## src/rtl/uart_tx_if.sv

```systemverilog
// rtl/uart_tx_if.sv - byte push handshake from the UART register block into the TX datapath
//
// Signals:
//   wr_valid_i  push request from the register block
//   wr_data_i   byte to push
//   wr_ready_o  TX FIFO can accept a byte
// Modports: master = register block side, slave = uart_tx side.
interface uart_tx_if #(
  parameter int DATA_WIDTH = 8
);
  logic                  wr_valid_i;
  logic [DATA_WIDTH-1:0] wr_data_i;
  logic                  wr_ready_o;

  modport master (output wr_valid_i, output wr_data_i, input wr_ready_o);
  modport slave  (input wr_valid_i, input wr_data_i, output wr_ready_o);
endinterface

```

## src/rtl/uart_tx.sv

```systemverilog
// rtl/uart_tx.sv - UART transmit datapath: TX FIFO plus 8N1 serialiser
//
// Ports:
//   clk, rst        system clock, synchronous active-high reset
//   wr              push handshake (uart_tx_if.slave)
//   divider_i       bit period minus one, in clk cycles (captured at each pop)
//   tx_en_i         transmit enable; gates pops only, a running frame always completes
//   txd_o           registered serial line, idle high
//   busy_o          frame in progress
//   fifo_level_o    entries held; fifo_empty_o / fifo_full_o derived from it
//   done_o          one-cycle pulse on the final cycle of the stop bit
module uart_tx #(
  parameter int DATA_WIDTH = 8,
  parameter int FIFO_DEPTH = 4,
  parameter int DIV_WIDTH  = 16
) (
  input  logic                          clk,
  input  logic                          rst,
  uart_tx_if.slave                      wr,
  input  logic [DIV_WIDTH-1:0]          divider_i,
  input  logic                          tx_en_i,
  output logic                          txd_o,
  output logic                          busy_o,
  output logic [$clog2(FIFO_DEPTH):0]   fifo_level_o,
  output logic                          fifo_empty_o,
  output logic                          fifo_full_o,
  output logic                          done_o
);
  localparam int AW = $clog2(FIFO_DEPTH);
  localparam int LW = AW + 1;
  localparam int IW = $clog2(DATA_WIDTH);
  localparam logic [IW-1:0] IDX_LAST = IW'(DATA_WIDTH - 1);

  typedef enum logic [1:0] {IDLE, START, DATA, STOP} state_t;

  state_t                state, state_nxt;
  logic [DATA_WIDTH-1:0] mem [FIFO_DEPTH];
  logic [AW-1:0]         wr_ptr, rd_ptr;
  logic [LW-1:0]         level;
  logic                  push, pop;
  logic [DIV_WIDTH-1:0]  div_q, cnt;
  logic [DATA_WIDTH-1:0] shreg;
  logic [IW-1:0]         idx;
  logic                  bit_end;

  assign fifo_level_o  = level;
  assign fifo_empty_o  = (level == '0);
  assign fifo_full_o   = (level == LW'(FIFO_DEPTH));
  // Ready depends only on full, so a same-cycle pop never makes room for a push.
  assign wr.wr_ready_o = !fifo_full_o;
  assign push          = wr.wr_valid_i && wr.wr_ready_o;
  assign bit_end       = (cnt == '0);
  assign busy_o        = (state != IDLE);

  // FIFO storage has no reset; only the pointers and level are flushed.
  always_ff @(posedge clk) begin
    if (push) mem[wr_ptr] <= wr.wr_data_i;
  end

  always_ff @(posedge clk) begin
    if (rst) begin
      wr_ptr <= '0;
      rd_ptr <= '0;
      level  <= '0;
    end else begin
      if (push) wr_ptr <= wr_ptr + AW'(1);
      if (pop)  rd_ptr <= rd_ptr + AW'(1);
      case ({push, pop})
        2'b10:   level <= level + LW'(1);
        2'b01:   level <= level - LW'(1);
        default: level <= level;
      endcase
    end
  end

  always_ff @(posedge clk) begin
    if (rst) state <= IDLE;
    else     state <= state_nxt;
  end

  always_comb begin
    state_nxt = state;
    pop       = 1'b0;
    done_o    = 1'b0;
    case (state)
      IDLE: begin
        if (tx_en_i && !fifo_empty_o) begin
          pop       = 1'b1;
          state_nxt = START;
        end
      end
      START: begin
        if (bit_end) state_nxt = DATA;
      end
      DATA: begin
        if (bit_end && idx == IDX_LAST) state_nxt = STOP;
      end
      STOP: begin
        if (bit_end) begin
          done_o = 1'b1;
          // Popping on the last stop cycle gives zero-gap back-to-back frames.
          if (tx_en_i && !fifo_empty_o) begin
            pop       = 1'b1;
            state_nxt = START;
          end else begin
            state_nxt = IDLE;
          end
        end
      end
      default: state_nxt = IDLE;
    endcase
  end

  // Bit datapath: txd_o is loaded one edge ahead of the bit it carries, so the
  // start bit appears on the cycle right after the pop edge.
  always_ff @(posedge clk) begin
    if (rst) begin
      txd_o <= 1'b1;
      cnt   <= '0;
      div_q <= '0;
      shreg <= '0;
      idx   <= '0;
    end else if (pop) begin
      shreg <= mem[rd_ptr];
      div_q <= divider_i;
      cnt   <= divider_i;
      txd_o <= 1'b0;
    end else if (state != IDLE) begin
      if (bit_end) begin
        cnt <= div_q;
        case (state)
          START: begin
            idx   <= '0;
            txd_o <= shreg[0];
          end
          DATA: begin
            if (idx == IDX_LAST) begin
              txd_o <= 1'b1;
            end else begin
              idx   <= idx + IW'(1);
              shreg <= shreg >> 1;
              txd_o <= shreg[1];
            end
          end
          default: txd_o <= 1'b1;
        endcase
      end else begin
        cnt <= cnt - DIV_WIDTH'(1);
      end
    end
  end
endmodule

```

## src/flat_wrapper.sv

```systemverilog
// flat-port wrapper written by rule: the top's interface ports become plain ports
module uart_tx_flat 
#(
  parameter int DATA_WIDTH = 8,
  parameter int FIFO_DEPTH = 4,
  parameter int DIV_WIDTH  = 16
)
  (clk, rst, divider_i, tx_en_i, txd_o, busy_o, fifo_level_o, fifo_empty_o, fifo_full_o, done_o, wr_wr_valid_i, wr_wr_data_i, wr_wr_ready_o);
  uart_tx_if #(.DATA_WIDTH(DATA_WIDTH)) wr_i ();
  input  logic clk;
  input  logic rst;
  input  logic [DIV_WIDTH-1:0] divider_i;
  input  logic tx_en_i;
  output logic txd_o;
  output logic busy_o;
  output logic [$clog2(FIFO_DEPTH):0] fifo_level_o;
  output logic fifo_empty_o;
  output logic fifo_full_o;
  output logic done_o;
  input wire logic [$bits(wr_i.wr_valid_i)-1:0] wr_wr_valid_i;
  input wire logic [$bits(wr_i.wr_data_i)-1:0] wr_wr_data_i;
  output wire logic [$bits(wr_i.wr_ready_o)-1:0] wr_wr_ready_o;
  assign wr_i.wr_valid_i = wr_wr_valid_i;
  assign wr_i.wr_data_i = wr_wr_data_i;
  assign wr_wr_ready_o = wr_i.wr_ready_o;
  uart_tx #(.DATA_WIDTH(DATA_WIDTH), .FIFO_DEPTH(FIFO_DEPTH), .DIV_WIDTH(DIV_WIDTH)) u_core (.clk(clk), .rst(rst), .wr(wr_i), .divider_i(divider_i), .tx_en_i(tx_en_i), .txd_o(txd_o), .busy_o(busy_o), .fifo_level_o(fifo_level_o), .fifo_empty_o(fifo_empty_o), .fifo_full_o(fifo_full_o), .done_o(done_o));
endmodule
```

## config.mk

```make
export PLATFORM = sky130hd
export DESIGN_NAME = uart_tx_flat
export DESIGN_NICKNAME = d
export VERILOG_FILES = /design/src/rtl/uart_tx_if.sv /design/src/rtl/uart_tx.sv /design/src/flat_wrapper.sv
export SDC_FILE = /design/constraint.sdc
export NUM_CORES = 1
export LEC_CHECK = 0
export ABC_AREA = 1
export BUFFER_PORTS_ARGS = -buffer_cell sky130_fd_sc_hd__clkbuf_2
export CAP_MARGIN = 20
export CELL_PAD_IN_SITES_DETAIL_PLACEMENT = 0
export CELL_PAD_IN_SITES_GLOBAL_PLACEMENT = 1
export CORE_MARGIN = 2
export CORE_UTILIZATION = 44
export DETAILED_ROUTE_END_ITERATION = 16
export GPL_ROUTABILITY_DRIVEN = 0
export PLACE_DENSITY_LB_ADDON = 0.1
export SETUP_SLACK_MARGIN = 0.02
export SYNTH_ARGS = -nofsm -noshare
export SYNTH_HDL_FRONTEND = slang
export SYNTH_SLANG_ARGS = --single-unit
export TNS_END_PERCENT = 5
```

## constraint.sdc

```tcl
create_clock -name clk -period 3.7 [get_ports clk]
set_clock_uncertainty 0.2 [all_clocks]
set_input_delay 0.185 -clock clk [delete_from_list [all_inputs] [get_ports clk]]
set_output_delay 0.185 -clock clk [all_outputs]
set_load 0.02 [all_outputs]
```

; ---- Word-level counts from Yosys, hierarchy flattened
; Memories as Yosys holds them, arrays and structs flattened. A register that Yosys moved wholly into a read port is not among the register bits.
; Index checks and enable logic that the tools add are counted.
[totals]
n_memories = 1
ram_bits = 32
latch_bits = 0
register_bits = 53
in_bits = 28
output_inout_bits = 9
mem_bits_ro = 0
wordCells = 79
[mem_list]
columns = name, words, width, rd, rd_clocked_by_memory_dff, write_ports, line
row1 = u_core.mem, 4, 8, 1, 1, 1, uart_tx.sv:37  ; logic [DATA_WIDTH-1:0] mem [FIFO_DEPTH];
[op_classes]
add_sub_neg = 6
magnitude_cmp = 0
reduce_logical = 18
eq_ne = 13
n_bitwise = 1
mux = 31
mul = 0
n_div = 0
shift = 0
[op_table]
columns = cell, count
row1 = $mux 16, 3
row2 = $mux 8, 5
row3 = $logic_not 16->1, 1
row4 = $sub 16x1->16 const B, 1
row5 = $mux 2, 6
row6 = $pmux 3 s2, 2
row7 = $reduce_bool 2->1, 6
row8 = $mux 1, 11
row9 = $ne 2x1->1 const B, 5
row10 = $pmux 2 s4, 1
row11 = $reduce_and 4->1, 2
row12 = $add 3x1->3 const B, 2
row13 = $eq 2x2->1 const B, 3
row14 = $eq 3x3->1 const B, 2
row15 = $reduce_and 5->1, 1
row16 = $add 2x1->2 const B, 2
row17 = $eq 2x1->1 const B, 2
row18 = $pmux 1 s2, 2
row19 = $logic_and 1x1->1, 3
row20 = $logic_not 3->1, 1
row21 = $mux 3, 1
row22 = $sub 3x1->3 const B, 1
row23 = $logic_not 1->1, 2
row24 = $logic_not 2->1, 1
row25 = 3 further kinds, 3

; ---- Logic depth before layout (Yosys ltp)
; Gate-level depths: netlist of the first run.
[logic_depth]
word_depth = 8
depth_mapped = 17

; ---- Worst setup path before layout of the first run
; OpenSTA, ideal clock, no wires.
[synth_timing]
kind = reg-to-reg
startpoint = register u_core.cnt[0]
endpoint = register u_core.level[2] (netlist: u_core.fifo_level_o[2])
t_required_ns = 3.378
setup_ns = 0.122
arrival_ns = 2.281
slack_ns = 1.097
n_path_buf = 2
path_stages_with_launch = 18
cell_sequence = dfxtp_1 -> inv_1 -> ha_1 -> nand2_2 -> nor2_4 -> nand4_1 -> nand2_1 -> nand2_2 -> buf_6 -> clkinv_4 -> buf_6 -> ha_1 -> inv_1 -> fa_1 -> a21oi_1 -> o21ai_0 -> o21ai_0 -> a21oi_1
[synth_between]
elab_chain_cells = 5
word_cells_on_any_way = 7
classes_between = eq/ne (2) / mux (3) / reduce/logical (2)
[synth_rtl]
columns = element, line
row1 = "start, declared", uart_tx.sv:41  ; logic [DIV_WIDTH-1:0] div_q, cnt;
row2 = "start signal, assigned", uart_tx.sv:126  ; cnt <= divider_i;
row3 = "start signal, assigned", uart_tx.sv:130  ; cnt <= div_q;
row4 = "start signal, assigned", uart_tx.sv:148  ; cnt <= cnt - DIV_WIDTH'(1);
row5 = $logic_not 16->1 *, uart_tx.sv:52  ; assign bit_end = (cnt == '0);
row6 = $mux 1 *, uart_tx.sv:99  ; if (bit_end) begin
row7 = $pmux 1 s2 *, uart_tx.sv:85  ; case (state)
row8 = named net u_core.pop, uart_tx.sv:40  ; logic push, pop;
row9 = $eq 2x1->1 or $eq 2x2->1 (tied branches), uart_tx.sv:68  ; case ({push, pop})
row10 = $pmux 3 s2 or $reduce_bool 2->1 (tied branches), n/a
row11 = "end signal, assigned", uart_tx.sv:69  ; 2'b10: level <= level + LW'(1);
row12 = "end signal, assigned", uart_tx.sv:70  ; 2'b01: level <= level - LW'(1);
row13 = "end signal, assigned", uart_tx.sv:71  ; default: level <= level;
row14 = "end, declared", uart_tx.sv:39  ; logic [LW-1:0] level;
; The timed path passes the listed nets; every way through them passes the cells marked *.
; A chain may end at the register's enable or synchronous reset.

; ---- Final worst setup path of the first run
[layout_timing]
startpoint = register u_core.cnt[0]
endpoint = register u_core.level[2] (netlist: u_core.fifo_level_o[2])
[layout_between]
elab_chain_cells = 5
word_cells_on_any_way = 7
classes_between = eq/ne (2) / mux (3) / reduce/logical (2)
[layout_rtl]
columns = element, line
row1 = $logic_not 16->1 *, uart_tx.sv:52
row2 = $mux 1 *, uart_tx.sv:99
row3 = $pmux 1 s2 *, uart_tx.sv:85
row4 = $eq 2x1->1 or $eq 2x2->1 (tied branches), uart_tx.sv:68
row5 = $pmux 3 s2 or $reduce_bool 2->1 (tied branches), n/a
; Mark *: on every way between the ends. The rest lies on a longest branch, timed or not.

==> results by group, run 1 <==
Pwr
  • PwrDens: 791 nW/µm²
  • Final Power: 3920 µW
  • Leakage: approximately 0.0022 µW
  • Peak supply drop: 0.374 mV

Logic synthesis
  • Post-Syn Nets: approximately 580
  • Seq/Total Area, Yosys: between 40% and 50%
  • Yosys top cell area share: around a quarter
  • Number of flops mapped to enable cells by yosys: 32
  • Syn. warnings: 0
  • Unique masters post-synth: 38
  • Synthesized area per cell: around 8.0 µm²
  • Synthesized instance count: between 500 and 600
  • Area leader, netlist: dfxtp_1
  • Synth top area cells: dfxtp_1 26%, edfxtp_1 22%, nand2_1 13%
  • #FFs+latches synth: between 80 and 90
  • Async S/R FF share, synth: 0%
  • Ys flop type: dfxtp_1
  • Synth Cell Area: between 4000 and 5000 µm²

Place
  • Port buffer count: 36
  • Post-DP HPWL: between 6000 and 7000 µm
  • DP Worst Slack: 954 ps

STA
  • Final Max Slew Viols: 0
  • Final Setup Violations: 0
  • Max Fclk: between 0.3 and 0.4 GHz
  • Final worst slack: just over 900 ps
  • Fin crit period: approximately 2800 ps
  • Crit share post-route: 74.8%
  • Slew HR: 42.3%
  • Final hold vios: 0
  • Setup TNS: 0 ps
  • Measured slew at the worst slew-check pin: approximately 860 ps
  • RSZ-0062 raised after global routing: false

Worst setup path
  • Critical Path Sink Type: flip-flop
  • Crit Path Class: flip-flop to flip-flop
  • Slowest CP cell: fa_1
  • CP peak stage delay: between 300 and 400 ps
  • Crit-path max FO: 24
  • Critical path required time: approximately 3800 ps
  • Startpoint Class: flip-flop
  • CP Cell Sequence: inv_1, ha_1, nand2_2, nor2_4, nand4_1, nand2_1, nand2_2, clkinv_4, ha_1, inv_1, fa_1, a21oi_1, o21ai_0, o21ai_0, a21oi_1
  • Data arrival, critical path: roughly 2800 ps

Layout
  • P&R area growth vs syn: 15.5%
  • Final nets: 632
  • Multi-input gate area: ~1900 µm²
  • Layout cell share with drive strength beyond 1: 11.8%
  • Reg area: 2060 µm²
  • # fillers: between 900 and 1000
  • Leading cell type in the layout, fill and taps excluded: nand2_1
  • Most frequent cells in the layout: 146 x nand2_1, 55 x dfxtp_1, 54 x inv_1
  • Diode count: 0
  • Layout Utilization: 51.4%

Route
  • Routed wire length: around 9300 µm
  • Drt pass-1 iters: 4
  • # DRC: 0
  • Via-to-Cell Ratio: 4.84
  • Wire per inst: ~13 µm
  • Vias: roughly 3500
  • DRT iter0 DRCs: 241
  • DRT antenna net count: 0

GRT
  • Initial antenna violation count: 0
  • GRT Util Overall: around a fifth
  • Vias in the first global route: 3264
  • Grt ovf: 0
  • Largest net degree at the start of global routing: between 40 and 50
  • Global-route wire length before repair: roughly 16000 µm

CTS
  • Clock root buffer: clkbuf_8
  • Post-CTS sizing: 0
  • Worst-path clk slew: roughly 90 ps
  • Clock Tree Buf Depth: 2
  • Cts bufs inserted: 9
  • # clock sinks: between 80 and 90
  • TritonCTS clock tree: done
  • CTS H-tree lvls: 3
  • Clock Latency Late Sink: ~370 ps

Outcome
  • Status: finished, final reports clean

Flow run
  • Max-cap violations: 0

Floorplan
  • Die height: 103 µm
  • Starting Density: between 40% and 50%
  • Row count: 36
  • Die W: approximately 100 µm
  • Die ar.: 10600 µm²
  • Core Box Area: 9640 µm²
  • I/O pins: 37

Worst hold path
  • HP Class: input port to flip-flop
==> flip-flops by register name, indices dropped and copies added (netlist names), named ones only <==
| signal | flops |
|---|---|
| u_core.rd_ptr | 2 |
| u_core.mem | 32 |
| u_core.fifo_level_o | 3 |
| u_core.div_q | 16 |
| u_core.shreg | 8 |
| u_core.wr_ptr | 2 |
| u_core.txd_o | 1 |
| u_core.cnt | 16 |
| u_core.state | 2 |
| u_core.idx | 3 |
==> power breakdown <==
part	internal (µW)	leakage [µW]	switching (µW)
Combinational	657	0.00132	1220
Sequential	1210	0.000744	173
Clock	314	0.0000916	345
Total	2180	0.00216	1740
==> final timing paths <==
check / start / end / slack (ps) / cells after the start
setup / recovery: u_core.cnt[0] / u_core.fifo_level_o[2] / 930 / 15
setup reg to reg: u_core.cnt[0] / u_core.fifo_level_o[2] / 930 / 15
hold reg to reg: u_core.div_q[13] / u_core.div_q[13] / 270 / 2
hold / removal: tx_en_i / u_core.state[0] / 70 / 7
==> cell families after synthesis <==
logic type	share of synthesized area, %
xor gates and xnor gates	1.43
DFF	48.0
AOI/OAI and AO/OA	14.1
buffers and inverters	8.10
adders and majority gates	4.26
and+or+nand+nor	24.0
==> synth_stat cells, drive strengths merged, types with 2 or more instances <==
master / number
a32o: 7
a21oi: 48
nand4: 3
or2: 5
o21ai: 41
buf: 10
ha: 13
nor2: 57
nand2: 152
nand3b: 2
xnor2: 2
xor2: 5
dfxtp: 55
nand3: 25
inv: 56
edfxtp: 32
a31oi: 5
clkbuf: 10
==> repair_timing <==
item	CTS	global route
setup buffers	0	0
hold endpoints to repair	64	0
hold buffers	24	0
==> layer usage <==
layer	vias up	global-route usage, %	part of all wire (%)	wire (µm)
met5	-	0	0	0
met4	0	7.59	1.7	158
met3	10	3.73	3.5	329
met2	57	29.0	44	4090
met1	1591	27.7	51	4740
li1	1863	-	-	-
==> critical path, delay by kind of cell, from the launching register on <==
kind	cells	cell delay (ps)
adders and majority gates	3	830
and+or+nand+nor	5	500
AOI/OAI and AO/OA	4	470
DFF	1	330
buffers and inverters	3	330
==> layout make-up <==
class                   count  area share, %
clock buffers              11           2.65
inverters                  57           4.42
multi-input cells         373           38.0
well taps                 133           3.36
clock inverters             5           1.19
repair buffers             62           8.79
flip-flops and latches     87           41.6
==> metrics by stage <==
| stage | std cells | hold slack, ps | cell area [µm²] |
|---|---|---|---|
| after floorplan | 537 | 54.1 | 4290 |
| after global placement | 688 | 200 | 4520 |
| after detailed placement | 688 | 208 | 4520 |
| after CTS | 728 | 60.9 | 4950 |
| after global routing | 728 | 119 | 4950 |
| final | 728 | 68.9 | 4950 |
(Power assumes the default switching activity.)
==> run 2, diff against run 1 <==
- ABC_AREA: 1 -> 0
- CORE_UTILIZATION: 44 -> 46
- clock period: 3.7 -> 2.8 ns (I/O delays scaled with it)
==> run 2 against run 1 <==
Net effect:
- combinational power increased by 16%
- power increased by 25%
- sequential cell count unchanged
- non-clock buffer count increased by 25
- synthesized area decreased by 6.5%
- sequential power increased by 30%
- count of clock-buffer cells in the layout decreased by 2
- utilization increased by 6.1 points
- register-to-register slack got worse by 880 ps
- sequential share of layout area increased by 0.17 points
- die area decreased by 10%
==> results by group, run 2 <==
Outcome
  • Status: finished, final reports clean (unchanged)

Logic synthesis
  • Seq/Total Area, Yosys: 51.4% (was 48.0%)
  • Async S/R FF share, synth: 0% (unchanged)
  • Ys flop type: dfxtp_1 (unchanged)
  • Area leader, netlist: dfxtp_1 (unchanged)
  • Most frequent cell after synthesis: dfxtp_1 (was nand2_1)
  • Synth top area cells: dfxtp_1 27%, edfxtp_1 24%, a21oi_1 5.1% (was dfxtp_1 26%, edfxtp_1 22%, nand2_1 13%)
  • #FFs+latches synth: 87 (unchanged)
  • Synthesized instance count: 393 (was 537)
  • Compound-cell area share of the yosys netlist: 15.7% (was 14.1%)
  • Post-Synth XOR/XNOR Area: 2.40% (was 1.43%)
  • Largest family of logic cells by synthesized area: compound AO/OA/AOI/OAI gates (was simple AND/OR/NAND/NOR gates)
  • Mux contribution to synthesized area: 6.98% (was 0%)
  • Yosys top cell area share: 27.4% (was 25.7%)
  • Top cells by count, synth: 55 x dfxtp_1, 47 x nand2_1, 41 x a21oi_1 (was 146 x nand2_1, 55 x dfxtp_1, 54 x inv_1)
  • Post-Syn Nets: 435 (was 579)
  • Unique masters post-synth: 51 (was 38)
  • Number of flops mapped to enable cells by yosys: 32 (unchanged)
  • Synthesized area per cell: 10.2 µm² (was 7.99 µm²)
  • Syn. warnings: 0 (unchanged)
  • Synth Cell Area: 4010 µm² (was 4290 µm²)
  • Post-synthesis simple-gate area fraction: 14.9% (was 24.0%)
  • Post-Synth Adder-Cell Area: 4.55% (was 4.26%)

Pwr
  • Combinational power share: 44.8% (was 47.8%)
  • Sequential Power Share: 37.1% (was 35.4%)
  • Psw: 1990 µW (was 1740 µW)
  • P_int: 2900 µW (was 2180 µW)
  • Peak supply drop: 0.406 mV (was 0.374 mV)
  • Leakage: 0.00183 µW (was 0.00216 µW)
  • PwrDens: 989 nW/µm² (was 791 nW/µm²)
  • Net Sw Frac: 40.6% (was 44.3%)
  • Clock network fraction of design power: 18.1% (was 16.8%)

Worst hold path
  • Hold endpoint: u_core.wr_ptr[0] (was u_core.state[0])
  • Hold Crit Depth: 3 (was 7)
  • HP Class: input port to flip-flop (unchanged)
  • Min-Delay Startpoint: rst (was tx_en_i)

Worst setup path
  • Worst R2R Path Depth: 12 (was 15)
  • Critical Path Sink Type: flip-flop (unchanged)
  • Data arrival, critical path: 2850 ps (was 2830 ps)
  • Crit Path Class: flip-flop to flip-flop (unchanged)
  • Crit-path max FO: 4 (was 24)
  • Startpoint Class: flip-flop (unchanged)
  • Critical path required time: 2900 ps (was 3760 ps)
  • R2r endpoint: u_core.fifo_level_o[2] (unchanged)
  • FF-to-FF setup slack: 50 ps (was 930 ps)
  • Reg2reg start: u_core.cnt[1] (was u_core.cnt[0])

Layout
  • Top Registers: u_core.mem: 32 flops, u_core.cnt: 16 flops, u_core.div_q: 16 flops (unchanged)
  • # fillers: 793 (was 975)
  • Non-Filler Instances: 581 (was 728)
  • Diode count: 0 (unchanged)
  • Most frequent cells in the layout: 53 x dfxtp_1, 47 x nand2_1, 40 x a21oi_1 (was 146 x nand2_1, 55 x dfxtp_1, 54 x inv_1)
  • Reg area: 2060 µm² (about the same)
  • Reg with most FFs: u_core.mem (unchanged)
  • Leading cell type in the layout, fill and taps excluded: dfxtp_1 (was nand2_1)
  • Max FFs per register: 32 (unchanged)
  • Layout cell share with drive strength beyond 1: 23.5% (was 11.8%)
  • Multi-input gate area: 1870 µm² (was 1880 µm²)
  • P&R area growth vs syn: 23.1% (was 15.5%)
  • Final nets: 510 (was 632)

Route
  • Routed wire length: 9140 µm (was 9320 µm)
  • Wire per inst: 15.7 µm (was 12.8 µm)
  • DRT iter0 DRCs: 129 (was 241)
  • # DRC: 0 (unchanged)
  • Via-to-Cell Ratio: 5.47 (was 4.84)
  • Drt pass-1 iters: 4 (unchanged)
  • Vias: 3179 (was 3521)
  • DRT antenna net count: 0 (unchanged)

STA
  • Final Setup Violations: 0 (unchanged)
  • Final hold vios: 0 (unchanged)
  • Max Fclk: 0.364 GHz (was 0.361 GHz)
  • Final Max Slew Viols: 0 (unchanged)
  • Fin crit period: 2750 ps (was 2770 ps)
  • RSZ-0062 raised after global routing: true (was false)
  • Measured slew at the worst slew-check pin: 811 ps (was 863 ps)
  • Final worst slack: 49.2 ps (was 932 ps)
  • Slew HR: 45.9% (was 42.3%)
  • Setup TNS: 0 ps (unchanged)
  • Crit share post-route: 98.2% (was 74.8%)

CTS
  • Post-CTS setup buffers: 0 (unchanged)
  • Worst-path clk slew: 100 ps (was 90 ps)
  • Cts bufs inserted: 9 (unchanged)
  • TritonCTS clock tree: done (unchanged)
  • Clock Tree Buf Depth: 2 (unchanged)
  • Clock Latency Late Sink: 360 ps (was 370 ps)
  • CTS H-tree lvls: 3 (unchanged)
  • # clock sinks: 87 (unchanged)
  • Clock root buffer: clkbuf_8 (unchanged)

GRT
  • GRT Util Overall: 20.1% (was 19.3%)
  • Initial antenna violation count: 0 (unchanged)
  • Global-route wire length before repair: 15500 µm (was 15700 µm)
  • Largest net degree at the start of global routing: 45 (was 48)
  • Vias in the first global route: 3054 (was 3264)
  • Grt ovf: 0 (unchanged)

Place
  • Post-DP HPWL: 5990 µm (was 6260 µm)
  • Port buffer count: 36 (unchanged)
  • Placed Cells: 540 (was 688)
  • DP Worst Slack: 63.2 ps (was 954 ps)

Floorplan
  • Core Box Area: 8590 µm² (was 9640 µm²)
  • Die ar.: 9490 µm² (was 10600 µm²)
  • I/O pins: 37 (unchanged)
  • Die height: 97.4 µm (was 103 µm)
  • Starting Density: 46.7% (was 44.5%)
  • Row count: 34 (was 36)
  • Die W: 97.4 µm (was 103 µm)

Flow run
  • Max-cap violations: 0 (unchanged)
[run 2: cell count changes after synthesis, sizes merged, moves of 7 or more]
cell and change:
a21oi -7, a32o -7, clkbuf +7, inv -41, mux2i +10, mux4 +8, nand2 -105, nand3 -20
nor2 -37, nor3 +18, nor4 +8, o21ai -15
[run 2: kinds of logic after synthesis]
group                      after synthesis
AOI/OAI and AO/OA                      103
muxes                                   18
adders and majority gates               14
and+or+nand+nor                        122
buffers and inverters                   38
DFF                                     87
xor gates and xnor gates                11
[run 2: metal layers]
| metal | wire length (µm) | track usage (%) | part of all wire (%) | up-vias |
|---|---|---|---|---|
| met1 | 4260 | 26.8 | 47 | 1503 |
| met2 | 4450 | 33.9 | 49 | 59 |
| met5 | 0 | 0 | 0 | - |
| li1 | - | - | - | 1603 |
| met4 | 132 | 6.20 | 1.4 | 0 |
| met3 | 292 | 3.31 | 3.2 | 14 |
[run 2: worst max path at each step]
stage                    startpoint                     end  slack [ps]
floorplan             u_core.cnt[1]  u_core.fifo_level_o[2]        -150
global placement      u_core.cnt[1]  u_core.fifo_level_o[2]         140
detailed placement  u_core.state[0]  u_core.fifo_level_o[2]          60
CTS                 u_core.state[0]  u_core.fifo_level_o[2]          50
global route          u_core.cnt[1]  u_core.fifo_level_o[2]         -80
finish                u_core.cnt[1]  u_core.fifo_level_o[2]          50
[run 2: final cells by class]
| cell class | instances | area share [%] |
|---|---|---|
| well taps | 108 | 2.73 |
| clock buffers | 9 | 2.51 |
| inverters | 15 | 1.14 |
| flip-flops and latches | 87 | 41.8 |
| clock inverters | 7 | 1.42 |
| repair buffers | 87 | 12.7 |
| multi-input cells | 268 | 37.8 |
[run 2: per-stage QoR]
stage	util, %	hold slack, ps	power, µW	area (µm²)
2_1_floorplan	-	38.9	3370	4090
3_3_place_gp	52.2	156	3960	4490
3_5_place_dp	52.2	162	3980	4490
4_1_cts	57.4	76.3	4890	4930
5_1_grt	57.5	82.2	5240	4940
6_report	57.5	66.9	4890	4940
[run 2: critical path: stages (launching register included)]
cell     delay [ps]
dfxtp_2         350
inv_2            70
ha_4            140
or3b_4          390
nor3_4          170
a31oi_4         120
inv_2           100
ha_4            140
inv_2            40
fa_2            350
xor2_1          150
or3_1           330
a21oi_2         130
[run 2: power by group through the flow]
stage               combinational, µW  clock (µW)  sequential (µW)
floorplan                        1570           0             1800
global placement                 2130           0             1830
detailed placement               2140           0             1840
CTS                              2180         900             1810
global route                     2430         954             1860
finish                           2190         884             1810
[run 2: repair_timing]
item / CTS / global route
resized for setup: 0 / 3
endpoints found under the hold margin: 65 / 0
hold buffers: 25 / 0
endpoints found under the setup margin: 0 / 2
